**src/rtl/program_loader.sv**
```systemverilog
// program_loader: framed byte-stream boot loader that fills instruction memory, checks an XOR sum, and gates CPU reset.
module program_loader #(
    parameter int ADDR_W = 8
) (
    input  logic              clk,
    input  logic              rst,
    input  logic              in_valid,
    input  logic [7:0]        in_data,
    output logic              in_ready,
    input  logic              reload,
    output logic              imem_we,
    output logic [ADDR_W-1:0] imem_waddr,
    output logic [31:0]       imem_wdata,
    output logic              cpu_hold,
    output logic              err,
    output logic [ADDR_W:0]   words_loaded
);
    localparam logic [16:0] DEPTH = 17'(1) << ADDR_W;

    typedef enum logic [2:0] {LEN0, LEN1, DATA, CSUM, RUN, ERR} state_t;

    state_t              state_q, state_d;
    logic [15:0]         len_q, len_d;
    logic [23:0]         lane_q, lane_d;
    logic [1:0]          bidx_q, bidx_d;
    logic [7:0]          csum_q, csum_d;
    logic [ADDR_W:0]     words_q, words_d;
    logic                we_q, we_d;
    logic [ADDR_W-1:0]   waddr_q, waddr_d;
    logic [31:0]         wdata_q, wdata_d;
    logic                xfer;

    assign in_ready     = rst && (state_q inside {LEN0, LEN1, DATA, CSUM});
    assign xfer         = in_valid && in_ready;
    assign imem_we      = we_q;
    assign imem_waddr   = waddr_q;
    assign imem_wdata   = wdata_q;
    assign cpu_hold     = state_q != RUN;
    assign err          = state_q == ERR;
    assign words_loaded = words_q;

    always_comb begin
        state_d = state_q;
        len_d   = len_q;
        lane_d  = lane_q;
        bidx_d  = bidx_q;
        csum_d  = csum_q;
        words_d = words_q;
        we_d    = 1'b0;
        waddr_d = waddr_q;
        wdata_d = wdata_q;
        case (state_q)
            LEN0: if (xfer) begin
                len_d[7:0] = in_data;
                state_d    = LEN1;
            end
            LEN1: if (xfer) begin
                len_d[15:8] = in_data;
                state_d     = ({1'b0, in_data, len_q[7:0]} > DEPTH) ? ERR :
                              ({in_data, len_q[7:0]} == 16'd0)    ? CSUM : DATA;
            end
            DATA: if (xfer) begin
                csum_d = csum_q ^ in_data;
                bidx_d = bidx_q + 2'd1;
                lane_d = {in_data, lane_q[23:8]};
                // Fourth byte completes the word; earlier bytes sit in the lane register low-byte first
                if (bidx_q == 2'd3) begin
                    we_d    = 1'b1;
                    waddr_d = words_q[ADDR_W-1:0];
                    wdata_d = {in_data, lane_q};
                    words_d = words_q + 1'b1;
                    state_d = (17'(words_q) + 17'd1 == {1'b0, len_q}) ? CSUM : DATA;
                end
            end
            CSUM: if (xfer) state_d = (in_data == csum_q) ? RUN : ERR;
            RUN, ERR: if (reload) begin
                state_d = LEN0;
                words_d = '0;
                bidx_d  = '0;
                csum_d  = '0;
            end
            default: state_d = LEN0;
        endcase
    end

    always_ff @(posedge clk) begin
        if (!rst) begin
            state_q <= LEN0;
            len_q   <= '0;
            lane_q  <= '0;
            bidx_q  <= '0;
            csum_q  <= '0;
            words_q <= '0;
            we_q    <= 1'b0;
            waddr_q <= '0;
            wdata_q <= '0;
        end else begin
            state_q <= state_d;
            len_q   <= len_d;
            lane_q  <= lane_d;
            bidx_q  <= bidx_d;
            csum_q  <= csum_d;
            words_q <= words_d;
            we_q    <= we_d;
            waddr_q <= waddr_d;
            wdata_q <= wdata_d;
        end
    end
endmodule

```
**config.mk**
```make
export PLATFORM = sky130hd
export DESIGN_NAME = program_loader
export DESIGN_NICKNAME = d
export VERILOG_FILES = /design/src/rtl/program_loader.sv
export SDC_FILE = /design/constraint.sdc
export NUM_CORES = 1
export LEC_CHECK = 0
export CAP_MARGIN = 20
export CORE_AREA = 3 3 136 138
export DETAILED_ROUTE_END_ITERATION = 12
export DIE_AREA = 0 0 139 141
export PLACE_DENSITY = 0.41
export SLEW_MARGIN = 20
export SYNTH_ARGS = -nofsm -noshare
export SYNTH_HDL_FRONTEND = slang
export SYNTH_SLANG_ARGS = --single-unit
export TNS_END_PERCENT = 5
```
**constraint.sdc**
```tcl
create_clock -name clk -period 1.9 [get_ports clk]
set_input_delay 0.285 -clock clk [delete_from_list [all_inputs] [get_ports clk]]
set_output_delay 0.285 -clock clk [all_outputs]
set_load 0.005 [all_outputs]
```
---- After elaboration in Yosys (flattened, before gate mapping) ----
Index checks and enable logic that the tools add are counted.
cells by class
  magnitude comparators ................... 1
  eq/ne operators ......................... 15
  reduce and logical (&&, ||, !) cells .... 15
  bitwise gates (word level) .............. 1
  muxes and demuxes ....................... 22
  add/subtract/negate cells ............... 3
operators with widths
  cell                                                                               number
  9-bit two-way mux                                                                  3
  3-bit two-way mux                                                                  7
  9-bit case mux with 2 select lines                                                 1
  10-bit by 16-bit equality test with 1-bit output                                   1
  16-bit by 9-bit greater-than comparator with 1-bit output (second input constant)  1
  16-bit logical NOT                                                                 1
  8-bit two-way mux                                                                  2
  8-bit case mux with 2 select lines                                                 1
  3-bit case mux with 5 select lines                                                 1
  9-bit by 1-bit adder with 10-bit output (second input constant)                    1
  2-bit inequality test (second input constant)                                      5
  9-bit by 1-bit adder with 9-bit output (second input constant)                     1
  3-bit AND reduction                                                                3
  8-bit equality test                                                                1
  8-bit XOR                                                                          1
  3-bit by 2-bit equality test with 1-bit output (second input constant)             2
  3-bit equality test (second input constant)                                        2
  2-bit AND reduction                                                                3
  6-bit AND reduction                                                                1
  1-bit two-way mux                                                                  4
  2-bit two-way mux                                                                  2
  2-bit case mux with 2 select lines                                                 1
  4-bit AND reduction                                                                1
  4-bit nonzero test                                                                 1
  9 further kinds                                                                    10
storage, ports and cells
  bits of input ports ..................... 12
  output and inout port bits .............. 53
  logic and storage cells ................. 67
  register bits ........................... 103

---- Longest topological paths before layout ----
  depth in word-level cells ............... 6
  depth in mapped cells ................... 8
  depth with buffers taken out ............ 6

---- Least setup slack after synthesis ----
Ideal clock, no wire load.
  kind .................................... register -> register
  start point ............................. register words_q[0], in the netlist words_loaded[0]
  end point ............................... register state_q[0]
  data arrival time ....................... 1.621 ns
  period minus slack after synthesis ...... 1.738 ns
  path buffers ............................ 1
  path slack .............................. 0.162 ns
  setup time .............................. 0.116 ns
  data required time ...................... 1.784 ns
  cell stages (with the launch flop) ...... 8
  cell sequence ........................... dfxtp_1 ha_1 buf_2 and3_1 and3_1 xnor2_1 nor3_1 a41o_1
on the way
  longest elaborated chain between the ends .. 6
RTL lines
  element                                           line  text
  from (decl)                                       27    logic [ADDR_W:0] words_q, words_d;
  from (signal assigned)                            103   words_q <= words_d;
  9-bit by 1-bit adder with 10-bit output           72    state_d = (17'(words_q) + 17'd1 == {1'b0, len_q}) ? CSUM : DATA;
  10-bit by 16-bit equality test with 1-bit output  72
  1-bit two-way mux                                 72
  3-bit two-way mux                                 67    if (bidx_q == 2'd3) begin
  3-bit two-way mux                                 62    DATA: if (xfer) begin
  3-bit case mux with 5 select lines                52    case (state_q)
  to (signal assigned)                              98    state_q <= state_d;
  to (decl)                                         22    state_t state_q, state_d;
Every way passes these cells. The select of a mux whose other input is x is not followed.
A chain may end at the register's enable or synchronous reset.

---- Worst setup path in the final report ----
  start point ............................. input rst
  end point ............................... output in_ready
on the way
  longest elaborated chain between the ends .. 1
RTL lines
  element            line  text
  from (decl)        6     input logic rst,
  1-bit logical AND  33    assign in_ready = rst && (state_q inside {LEN0, LEN1, DATA, CSUM});
  to (decl)          9     output logic in_ready,
Every way passes these cells.

==> flow_metrics.tcl <==
set metrics [dict create \
    outcome "completed" \
    synth_nets 556 \
    p_leak_nw 2.10 \
    register_area_mm2 0.00207 \
    htreeDepth 3 \
    period_minus_slack_ns 1.87 \
    mappedNetlistArea_mm2 0.00435 \
    die_w_um 139 \
    min_from "imem_wdata[12]$_SDFFE_PN0P_" \
    drive_gt1_share_pct 13.4 \
    rsz0062_at_grt "yes" \
    die_h_um 141 \
    grt_max_degree 84 \
    min_to "imem_wdata[12]$_SDFFE_PN0P_" \
    cp_max_fo 5 \
    synth_ff_type "dfxtp_1" \
    synthCells 542 \
    place.gp.congestion 0.869 \
    vias 3993 \
    final_cells 866 \
    nets 650 \
    area_growth_pct 36.4 \
    diodes 0 \
    cts_setup_buffers 0 \
    worstPathRequired_ns 1.62 \
    synth_edf_count 0 \
    drc 0 \
    end_kind "output pin" \
    finalSetupViolCount 0 \
    clock_latency_ns 0.35 \
    cts-root-buf "clkbuf_16" \
    start_kind "primary input" \
    maxCapViolCount 0 \
    antenna_found_initial 0 \
    fin_skew_ns 0.00746 \
    clk_pin_slew_ns 0.07 \
    port_buffers 64 \
    syn_area_per_cell_um2 8.02 \
    synth_area_leaders "dfxtp_1, nand2_1, a21oi_1" \
    crit_arrival_ns 1.58 \
    relSlewSlack_pct 68.2 \
    wl_met3_um 381 \
    power.density_mw_per_mm2 732 \
    fin_tns_setup_ns 0 \
    io_pins 65 \
    finalCritPeriodShare_pct 98.4 \
    fp.coreArea_mm2 0.0173 \
    worstHoldPathCells 2 \
    synth_seq_cells 103 \
    viasPerCell 4.61 \
    worst_slack_ns 0.0305 \
    grt_pass1_vias 3900 \
    r2r-start "len_q[10]$_SDFFE_PN0P_" \
    grt_usage_pct 13.2 \
    rows 48 \
    postRouteAntennaNets 0 \
    clock_path_buffers 2 \
    ys_types 50 \
    synth_top_cell_by_area "dfxtp_1" \
    hold_viol 0 \
    grt_pass1_wl_um 20700 \
    placedCellCount 850 \
    r2r_setup_slack_ns 0.16 \
    multi_input_area_mm2 0.00208 \
    slew_viol_final 0 \
    top_layer_used "met4" \
    crit_type "primary input to output pin" \
    pre_cts_slack_ns -0.231 \
    dieArea_mm2 0.0196 \
    worst_pin_slew_ns 0.477 \
    max_freq_mhz 535 \
    synth_top_cell_area_share_pct 47.4 \
    yosysWarnings 0 \
    whs_ns 0.454 \
    async_flop_share_pct 0 \
    cts_tree "done" \
    cts.sinks 103 \
    hold_path.class "flop to flop" \
    nFillCells 1828 \
    route.met2.wl_um 5870 \
    place_hpwl_um 9240 \
    start_util_pct 25.1 \
    final_common_cell "nand2_1" \
    final_cell_mix "nand2_1, dfxtp_1, a21oi_1" \
    r2r_end "state_q[0]$_SDFFE_PN0P_" \
    ff2ff_path_depth 5 \
    grt.overflow.total 0 \
    wl_per_cell_um 14.6 \
    met1Wirelength_um 6150 \
    drt_wl_total_um 12700 \
    cts_made_buffers 9 \
    yosysSeqAreaShare_pct 47.4 \
    drtIter0Drc 205 \
    ir_drop_uv 426 \
    dr.pass1.iters 4 \
]
[cell usage after synthesis, drive strengths merged (2+ instances only)]
master / instances
nand2b: 3
a41o: 2
nand3b: 10
o21ai: 17
mux2i: 16
inv: 8
nor2b: 2
nor2: 40
o22ai: 2
nand4: 4
a22oi: 2
or3: 3
dfxtp: 103
nor3: 5
clkbuf: 17
or4: 2
buf: 23
nand4b: 2
nor3b: 3
nand2: 140
a21oi: 86
xor2: 3
ha: 2
nor4: 8
and4: 2
and3: 3
or2: 2
nand3: 4
o2111ai: 2
xnor2: 13
[worst max-delay path: stages]
cell             delay [ns]
clkdlybuf4s50_1        0.55
nand2b_1               0.17
inv_1                  0.08
clkdlybuf4s50_1        0.49
[worst max-delay path by stage]
stage	endpoint	from	slack [ns]
after global placement	state_q[0]$_SDFFE_PN0P_	rst	-0.20
after detailed placement	state_q[0]$_SDFFE_PN0P_	in_valid	-0.23
after global routing	in_ready	rst	-0.05
after CTS	in_ready	rst	0.02
final	in_ready	rst	0.03
after floorplan	state_q[0]$_SDFFE_PN0P_	words_loaded[0]$_SDFFE_PN0P_	0.16
[per-stage QoR]
stage	utilization (%)	instance area [um^2]	power, mW
6_report	34.3	5930	4.34
4_1_cts	34.2	5910	4.42
3_3_place_gp	32.4	5610	2.50
2_1_floorplan	-	4350	2.36
5_1_grt	34.3	5930	4.52
3_5_place_dp	32.4	5610	2.50
[kinds of logic after synthesis]
family | after synthesis | synth area share [%]
and+or+nand+nor | 236 | 24.6
AOI/OAI and AO/OA | 121 | 15.3
DFF | 103 | 47.4
buffers and inverters | 48 | 5.15
xor gates and xnor gates | 16 | 3.22
muxes | 16 | 3.68
adders and majority gates | 2 | 0.576
[what timing repair did]
item,in CTS,in global routing
gates resized for setup,3,3
endpoints found under the setup margin,1,3
hold buffers,0,0
[layer usage]
| layer | vias up | GRT usage [%] |
|---|---|---|
| met5 | - | 0 |
| met4 | 0 | 5.82 |
| met3 | 13 | 2.24 |
| met2 | 59 | 20.9 |
| met1 | 1905 | 17.7 |
| li1 | 2016 | - |
[power by group]
group          internal [mW]  total [mW]  switching (mW)  leakage, nW
Combinational          0.129       0.264           0.136         1.12
Sequential              2.17        2.19          0.0144        0.832
Clock                   1.06        1.89           0.824        0.143
[sequential cells by signal, indices dropped and copies added (netlist names)]
| signal | flops |
|---|---|
| bidx_q | 2 |
| csum_q | 8 |
| imem_waddr | 8 |
| imem_wdata | 32 |
| imem_we | 1 |
| lane_q | 24 |
| len_q | 16 |
| state_q | 3 |
| words_loaded | 9 |
[layout make-up]
cell class	count	area share, %
flip-flops and latches	103	34.9
multi-input cells	391	35.0
well taps	225	4.75
clock inverters	4	0.929
repair buffers	123	19.8
inverters	8	0.507
clock buffers	12	4.16
Power figures use the tool's default switching activity.
